$ cat src/rtl/board_scan_reader.sv
// Board readout: fetches one row at a time from board storage and streams it
// as single-bit pixels over valid/ready, counting live cells per frame scan.
module board_scan_reader #(
    parameter int unsigned ROWS  = 16,
    parameter int unsigned COLS  = 16,
    parameter int unsigned CNT_W = 9,
    localparam int unsigned RW   = $clog2(ROWS),
    localparam int unsigned CW   = $clog2(COLS)
) (
    input  logic             ClkPort,
    input  logic             reset_n,
    input  logic             start,
    output logic             rd_req,
    output logic [RW-1:0]    rd_row,
    input  logic             rd_valid,
    input  logic [COLS-1:0]  rd_data,
    output logic             px_valid,
    input  logic             px_ready,
    output logic             px_data,
    output logic [RW-1:0]    px_row,
    output logic [CW-1:0]    px_col,
    output logic             px_sof,
    output logic             px_eol,
    output logic             px_eof,
    output logic             busy,
    output logic             done,
    output logic [CNT_W-1:0] frame_alive
);

    typedef enum logic [2:0] {
        S_IDLE,
        S_REQ,
        S_WAIT,
        S_STREAM,
        S_DONE
    } state_t;

    state_t           state, state_n;
    logic [RW-1:0]    row, row_n;
    logic [CW-1:0]    col, col_n;
    logic [COLS-1:0]  row_buf, row_buf_n;
    logic [CNT_W-1:0] cnt, cnt_n;
    logic [CNT_W-1:0] frame_alive_n;
    logic             xfer;

    logic             rd_req_n;
    logic [RW-1:0]    rd_row_n;
    logic             px_valid_n;
    logic             px_data_n;
    logic [RW-1:0]    px_row_n;
    logic [CW-1:0]    px_col_n;
    logic             px_sof_n;
    logic             px_eol_n;
    logic             px_eof_n;
    logic             busy_n;
    logic             done_n;

    // Next-state, datapath and registered-output next values
    always_comb begin
        state_n       = state;
        row_n         = row;
        col_n         = col;
        row_buf_n     = row_buf;
        cnt_n         = cnt;
        frame_alive_n = frame_alive;
        xfer          = px_valid && px_ready;

        case (state)
            S_IDLE: begin
                if (start) begin
                    state_n = S_REQ;
                    row_n   = '0;
                    col_n   = '0;
                    cnt_n   = '0;
                end
            end
            S_REQ: begin
                state_n = S_WAIT;
            end
            S_WAIT: begin
                if (rd_valid) begin
                    row_buf_n = rd_data;
                    col_n     = '0;
                    state_n   = S_STREAM;
                end
            end
            S_STREAM: begin
                if (xfer) begin
                    cnt_n = cnt + CNT_W'(row_buf[col]);
                    if (col == CW'(COLS - 1)) begin
                        col_n = '0;
                        if (row == RW'(ROWS - 1)) begin
                            state_n       = S_DONE;
                            frame_alive_n = cnt_n;
                        end else begin
                            row_n   = RW'(row + RW'(1));
                            state_n = S_REQ;
                        end
                    end else begin
                        col_n = CW'(col + CW'(1));
                    end
                end
            end
            S_DONE: begin
                state_n = S_IDLE;
            end
            default: begin
                state_n = S_IDLE;
            end
        endcase

        rd_req_n   = (state_n == S_REQ);
        rd_row_n   = row_n;
        px_valid_n = (state_n == S_STREAM);
        px_data_n  = px_valid_n ? row_buf_n[col_n] : 1'b0;
        px_row_n   = px_valid_n ? row_n : '0;
        px_col_n   = px_valid_n ? col_n : '0;
        px_sof_n   = px_valid_n && (row_n == '0) && (col_n == '0);
        px_eol_n   = px_valid_n && (col_n == CW'(COLS - 1));
        px_eof_n   = px_eol_n && (row_n == RW'(ROWS - 1));
        busy_n     = (state_n != S_IDLE);
        done_n     = (state_n == S_DONE);
    end

    // Control state and datapath registers
    always_ff @(posedge ClkPort or negedge reset_n) begin
        if (!reset_n) begin
            state   <= S_IDLE;
            row     <= '0;
            col     <= '0;
            row_buf <= '0;
            cnt     <= '0;
        end else begin
            state   <= state_n;
            row     <= row_n;
            col     <= col_n;
            row_buf <= row_buf_n;
            cnt     <= cnt_n;
        end
    end

    // Registered outputs
    always_ff @(posedge ClkPort or negedge reset_n) begin
        if (!reset_n) begin
            rd_req      <= 1'b0;
            rd_row      <= '0;
            px_valid    <= 1'b0;
            px_data     <= 1'b0;
            px_row      <= '0;
            px_col      <= '0;
            px_sof      <= 1'b0;
            px_eol      <= 1'b0;
            px_eof      <= 1'b0;
            busy        <= 1'b0;
            done        <= 1'b0;
            frame_alive <= '0;
        end else begin
            rd_req      <= rd_req_n;
            rd_row      <= rd_row_n;
            px_valid    <= px_valid_n;
            px_data     <= px_data_n;
            px_row      <= px_row_n;
            px_col      <= px_col_n;
            px_sof      <= px_sof_n;
            px_eol      <= px_eol_n;
            px_eof      <= px_eof_n;
            busy        <= busy_n;
            done        <= done_n;
            frame_alive <= frame_alive_n;
        end
    end

endmodule

$ cat config.mk
export PLATFORM = sky130hd
export DESIGN_NAME = board_scan_reader
export DESIGN_NICKNAME = d
export VERILOG_FILES = /design/src/rtl/board_scan_reader.sv
export SDC_FILE = /design/constraint.sdc
export NUM_CORES = 1
export LEC_CHECK = 0
export CAP_MARGIN = 20
export CORE_AREA = 2 2 88 90
export CTS_CLUSTER_DIAMETER = 100
export DETAILED_ROUTE_END_ITERATION = 10
export DIE_AREA = 0 0 90 92
export GPL_TIMING_DRIVEN = 0
export SYNTH_ARGS = -nofsm -noshare
export SYNTH_HDL_FRONTEND = slang
export SYNTH_SLANG_ARGS = --single-unit
$ cat constraint.sdc
create_clock -name ClkPort -period 3.43 [get_ports ClkPort]
set_input_delay 0.5145 -clock ClkPort [delete_from_list [all_inputs] [get_ports ClkPort]]
set_output_delay 0.5145 -clock ClkPort [all_outputs]
set_load 0.005 [all_outputs]
== After elaboration in Yosys (flattened, before gate mapping) ==
Index checks and enable logic that the tools add are counted.

* Flip-flop bits (word level): 61
* Logic and storage cells: 73

* Add/subtract/negate cells: 3
* Magnitude comparators: 2
* Eq/ne operators: 12
* Multiplexer cells: 28
* Reductions and logical operators: 12

{| class="wikitable"
|+ Operators with widths
! operator !! number
|-
| 4-bit two-way mux || 10
|-
| 16-bit two-way mux || 2
|-
| 9-bit two-way mux || 2
|-
| 9-bit case mux with 2 select lines || 1
|-
| 4-bit == test (second input constant) || 4
|-
| 3-bit two-way mux || 5
|-
| 3-bit case mux with 4 select lines || 1
|-
| 4-bit case mux with 3 select lines || 1
|-
| 4-bit by 5-bit less-than comparator with 1-bit output (second input constant) || 2
|-
| 9-bit by 1-bit adder with 9-bit output || 1
|-
| 3-bit by 2-bit == test with 1-bit output (second input constant) || 3
|-
| 4-bit by 1-bit adder with 4-bit output (second input constant) || 2
|-
| 1-bit binary-select mux with 4-bit select || 2
|-
| 4-bit zero test || 2
|-
| 4-bit case mux with 2 select lines || 1
|-
| 3-bit by 1-bit == test with 1-bit output (second input constant) || 2
|-
| 1-bit logical AND || 5
|-
| 2-bit inequality test (second input constant) || 2
|-
| 4-bit AND reduction || 1
|-
| 3-bit == test (second input constant) || 1
|-
| 3-bit zero test || 1
|-
| 1-bit two-way mux || 3
|-
| 3-bit AND reduction || 1
|-
| 3-bit nonzero test || 1
|-
| 2-bit nonzero test || 1
|}

== Logic depth before layout (Yosys ltp) ==
* Word-level depth: 8
* Depth in mapped cells: 10
* Mapped depth without buffers: 9

== Worst setup path after synthesis ==
Ideal clock, no wire load.

* Path kind: flip-flop to flip-flop
* Start point: register col[0]
* End point: register cnt[8]
* Setup time: 0.134 ns
* Arrival: 2.673 ns
* Data required time: 3.296 ns
* Path slack: 0.623 ns
* Cell stages (with the launch flop): 11
* Path through: dfrtp_1 > clkbuf_8 > mux4_2 > mux4_1 > ha_1 > ha_1 > and3_1 > and3_1 > nand3_1 > xor2_1 > o21ai_0

* Word-level cells in the longest chain between the ends: 5

{| class="wikitable"
|+ RTL lines
! what !! line !! source
|-
| start: declaration || 40 || <nowiki>logic [CW-1:0] col, col_n;</nowiki>
|-
| start signal: assignment || 136 || <nowiki>col <= col_n;</nowiki>
|-
| 1-bit binary-select mux with 4-bit select || 89 || <nowiki>cnt_n = cnt + CNT_W'(row_buf[col]);</nowiki>
|-
| 1-bit two-way mux (implied by the code) || 89 ||
|-
| 9-bit by 1-bit adder with 9-bit output || 89 ||
|-
| 9-bit two-way mux || 88 || <nowiki>if (xfer) begin</nowiki>
|-
| 9-bit case mux with 2 select lines || 68 || <nowiki>case (state)</nowiki>
|-
| end signal: assignment || 138 || <nowiki>cnt <= cnt_n;</nowiki>
|-
| end: declaration || 42 || <nowiki>logic [CNT_W-1:0] cnt, cnt_n;</nowiki>
|}

No other way between the ends. The select of a mux whose other input is x is not followed.
A chain may end at the register's enable or synchronous reset.

== Worst setup path in the final report ==
Ends and elaborated chain as after synthesis.

==> results.sh <==
export IMPL_status="finished clean"
export IMPL_htreeDepth=3
export IMPL_final_antenna_net_count=0
export IMPL_cts_setup_buffers=0
export IMPL_area_delta_synth_final_pct=29.4
export IMPL_tightest_slew_ps=537
export IMPL_fp_dieH_um=92
export IMPL_clk_pin_slew_ps=70
export IMPL_vias=2085
export IMPL_rsz0062_at_grt="no"
export IMPL_crit_chain="clkbuf_8 -> mux4_2 -> mux4_1 -> ha_1 -> ha_1 -> and3_1 -> and3_1 -> nand3_1 -> xor2_1 -> o21ai_0"
export IMPL_ys_seq_area_share_pct=53.0
export IMPL_die_w_um=90
export IMPL_grt_pass1_vias=2087
export IMPL_place_congestion=0.768
export IMPL_crit_fanout=7
export IMPL_fin_skew_ps=6.93
export IMPL_synth_area_leader_cell="dfrtp_1"
export IMPL_slowest_delay_ps=550
export IMPL_cts_root_buffer="clkbuf_8"
export IMPL_synthArstFlopShare_pct=100
export IMPL_die_area_um2=8280
export IMPL_ir_worst_vdd_v=0.000361
export IMPL_core_area_um2=7450
export IMPL_clockBufferDepth=2
export IMPL_hold_ws_ps=155
export IMPL_finalCritPeriodShare_pct=89.5
export IMPL_ys_warn_count=0
export IMPL_drtIter0Drc=75
export IMPL_design_area_um2=3730
export IMPL_power_density_nw_per_um2=750
export IMPL_p_leak_nw=1.64
export IMPL_synth_cell_area_um2=2880
export IMPL_drv_slew=0
export IMPL_min_path_type="in -> async"
export IMPL_critPathRequiredTime_ps=3640
export IMPL_final_cell_mix="dfrtp_1 (61), clkdlybuf4s50_1 (48), nor2_1 (30)"
export IMPL_drt_wl_total_um=6050
export IMPL_cts_made_buffers=9
export IMPL_ys_flop_type="dfrtp_1"
export IMPL_cts_tree="done"
export IMPL_drive_gt1_share_pct=18.8
export IMPL_hold_viol=0
export IMPL_mostFrequentLayoutCell="dfrtp_1"
export IMPL_cp_arrival_ps=3280
export IMPL_drc=0
export IMPL_rows=32
export IMPL_synthesis_instances=247
export IMPL_ios=50
export IMPL_hpwl_um=4470
export IMPL_antenna_diode_count=0
export IMPL_cp_slowest_cell="mux4_1"
export IMPL_finalSetupViolCount=0
export IMPL_grt_max_degree=39
export IMPL_synthesis_nets=272
export IMPL_wl_per_cell_um=14.6
export IMPL_grt_ovfl_total=0
export IMPL_synth_avg_cell_area_um2=11.7
export IMPL_start_util_pct=38.7
export IMPL_drv_cap=0
export IMPL_synth_edf_count=0
export IMPL_period_needed_ps=3070
export IMPL_firstDrtPassIters=4
export IMPL_synth_seq_cells=61
export IMPL_timing_setup_critical_path_class="reg -> reg"
export IMPL_antenna_found_initial=0
export IMPL_cpLargestDelayFamily="multiplexers"
export IMPL_cts_sinks=61
export IMPL_vias_per_cell=5.02
export IMPL_endpoint_kind="flop"
export IMPL_yosys_top_cells_area="dfrtp_1 (53%), mux2_2 (7.0%), nor2_1 (3.9%)"
export IMPL_slew_headroom_pct=64.2
export IMPL_cts_resized=0
export IMPL_yosysUniqueCellTypes=49
export IMPL_nNetsFinal=333
export IMPL_yosysTopAreaCellShare_pct=53.0
export IMPL_cts_hold_buf=0
export IMPL_placed_area_um2=3510
export IMPL_grt_pass1_wl_um=10200
export IMPL_gr_usage_all_layers_pct=15.8
export IMPL_clock_latency_ps=330
export IMPL_worstSetupStartpointType="flop"
export IMPL_critical_path_buf_inv_count=1
export IMPL_fmax_mhz=326
export IMPL_io_buffers=49
-- stage by stage --
step / instances / setup WS (ps) / TNS, ps / power [mW] / util, %
CTS: 415 / 357 / 0 / 2.83 / 50.1
global placement: 398 / -136 / -8060 / 2.12 / 47.0
detailed placement: 399 / 383 / 0 / 2.14 / 47.2
global route: 415 / 163 / 0 / 3.00 / 50.1
floorplan: 247 / 623 / 0 / 1.76 / -
finish: 415 / 360 / 0 / 2.80 / 50.1
-- area by class of cell --
cell class	count	area, µm²
sequential	61	1530
buffer	6	60.1
tap	102	128
clock inverter	7	90.1
multi-input combinational	171	1260
clock buffer	9	124
inverter	9	33.8
fill	727	3720
timing repair buffer	50	505
-- kinds of logic after synthesis --
kind of cell / synth area share (%)
simple gates: 16.2
fa+ha+maj: 1.74
flops: 53.0
mux: 14.6
xor+xnor: 2.74
buf+inv: 3.26
compound gates: 8.56
-- metal layers --
| metal | global-route usage, % | vias up | wire length, µm |
|---|---|---|---|
| met5 | 0 | - | 0 |
| met4 | 3.85 | 0 | 47 |
| met3 | 5.26 | 6 | 239 |
| met2 | 27.3 | 40 | 3100 |
| met1 | 19.1 | 1041 | 2660 |
| li1 | - | 998 | - |
-- flip-flops by register name, summed over array words and instances, names as in the netlist --
signal,count
busy,1
cnt,9
col,4
done,1
frame_alive,9
px_col,4
px_data,1
px_eof,1
px_eol,1
px_row,4
px_sof,1
px_valid,1
rd_req,1
rd_row,4
row_buf,16
state,3
-- final timing paths --
path,cells after the start,startpoint,slack [ps],to
setup / recovery,10,col[0],360,cnt[8]
hold / removal,1,reset_n,160,frame_alive[6]
setup reg to reg,10,col[0],360,cnt[8]
hold reg to reg,1,frame_alive[0],510,frame_alive[0]
max in group asynchronous,2,reset_n,2680,row_buf[8]
min in group ClkPort,1,frame_alive[0],510,frame_alive[0]
-- cell usage after synthesis (all sizes together) (4+ instances only) --
master	number
dfrtp	61
a21oi	13
nor2	33
and2	4
nor4	4
inv	9
mux2i	10
nand2	13
buf	4
ha	4
xnor2	7
o21ai	19
mux4	5
and3	5
nor3	5
mux2	18
nand3	8
-- power by group --
group	internal, mW	leakage, nW	switching, mW	total (mW)
Sequential	0.917	0.781	0.130	1.05
Combinational	0.564	0.757	0.499	1.06
Clock	0.405	0.105	0.282	0.687
Total	1.89	1.64	0.911	2.80
Power figures use the tool's default switching activity.
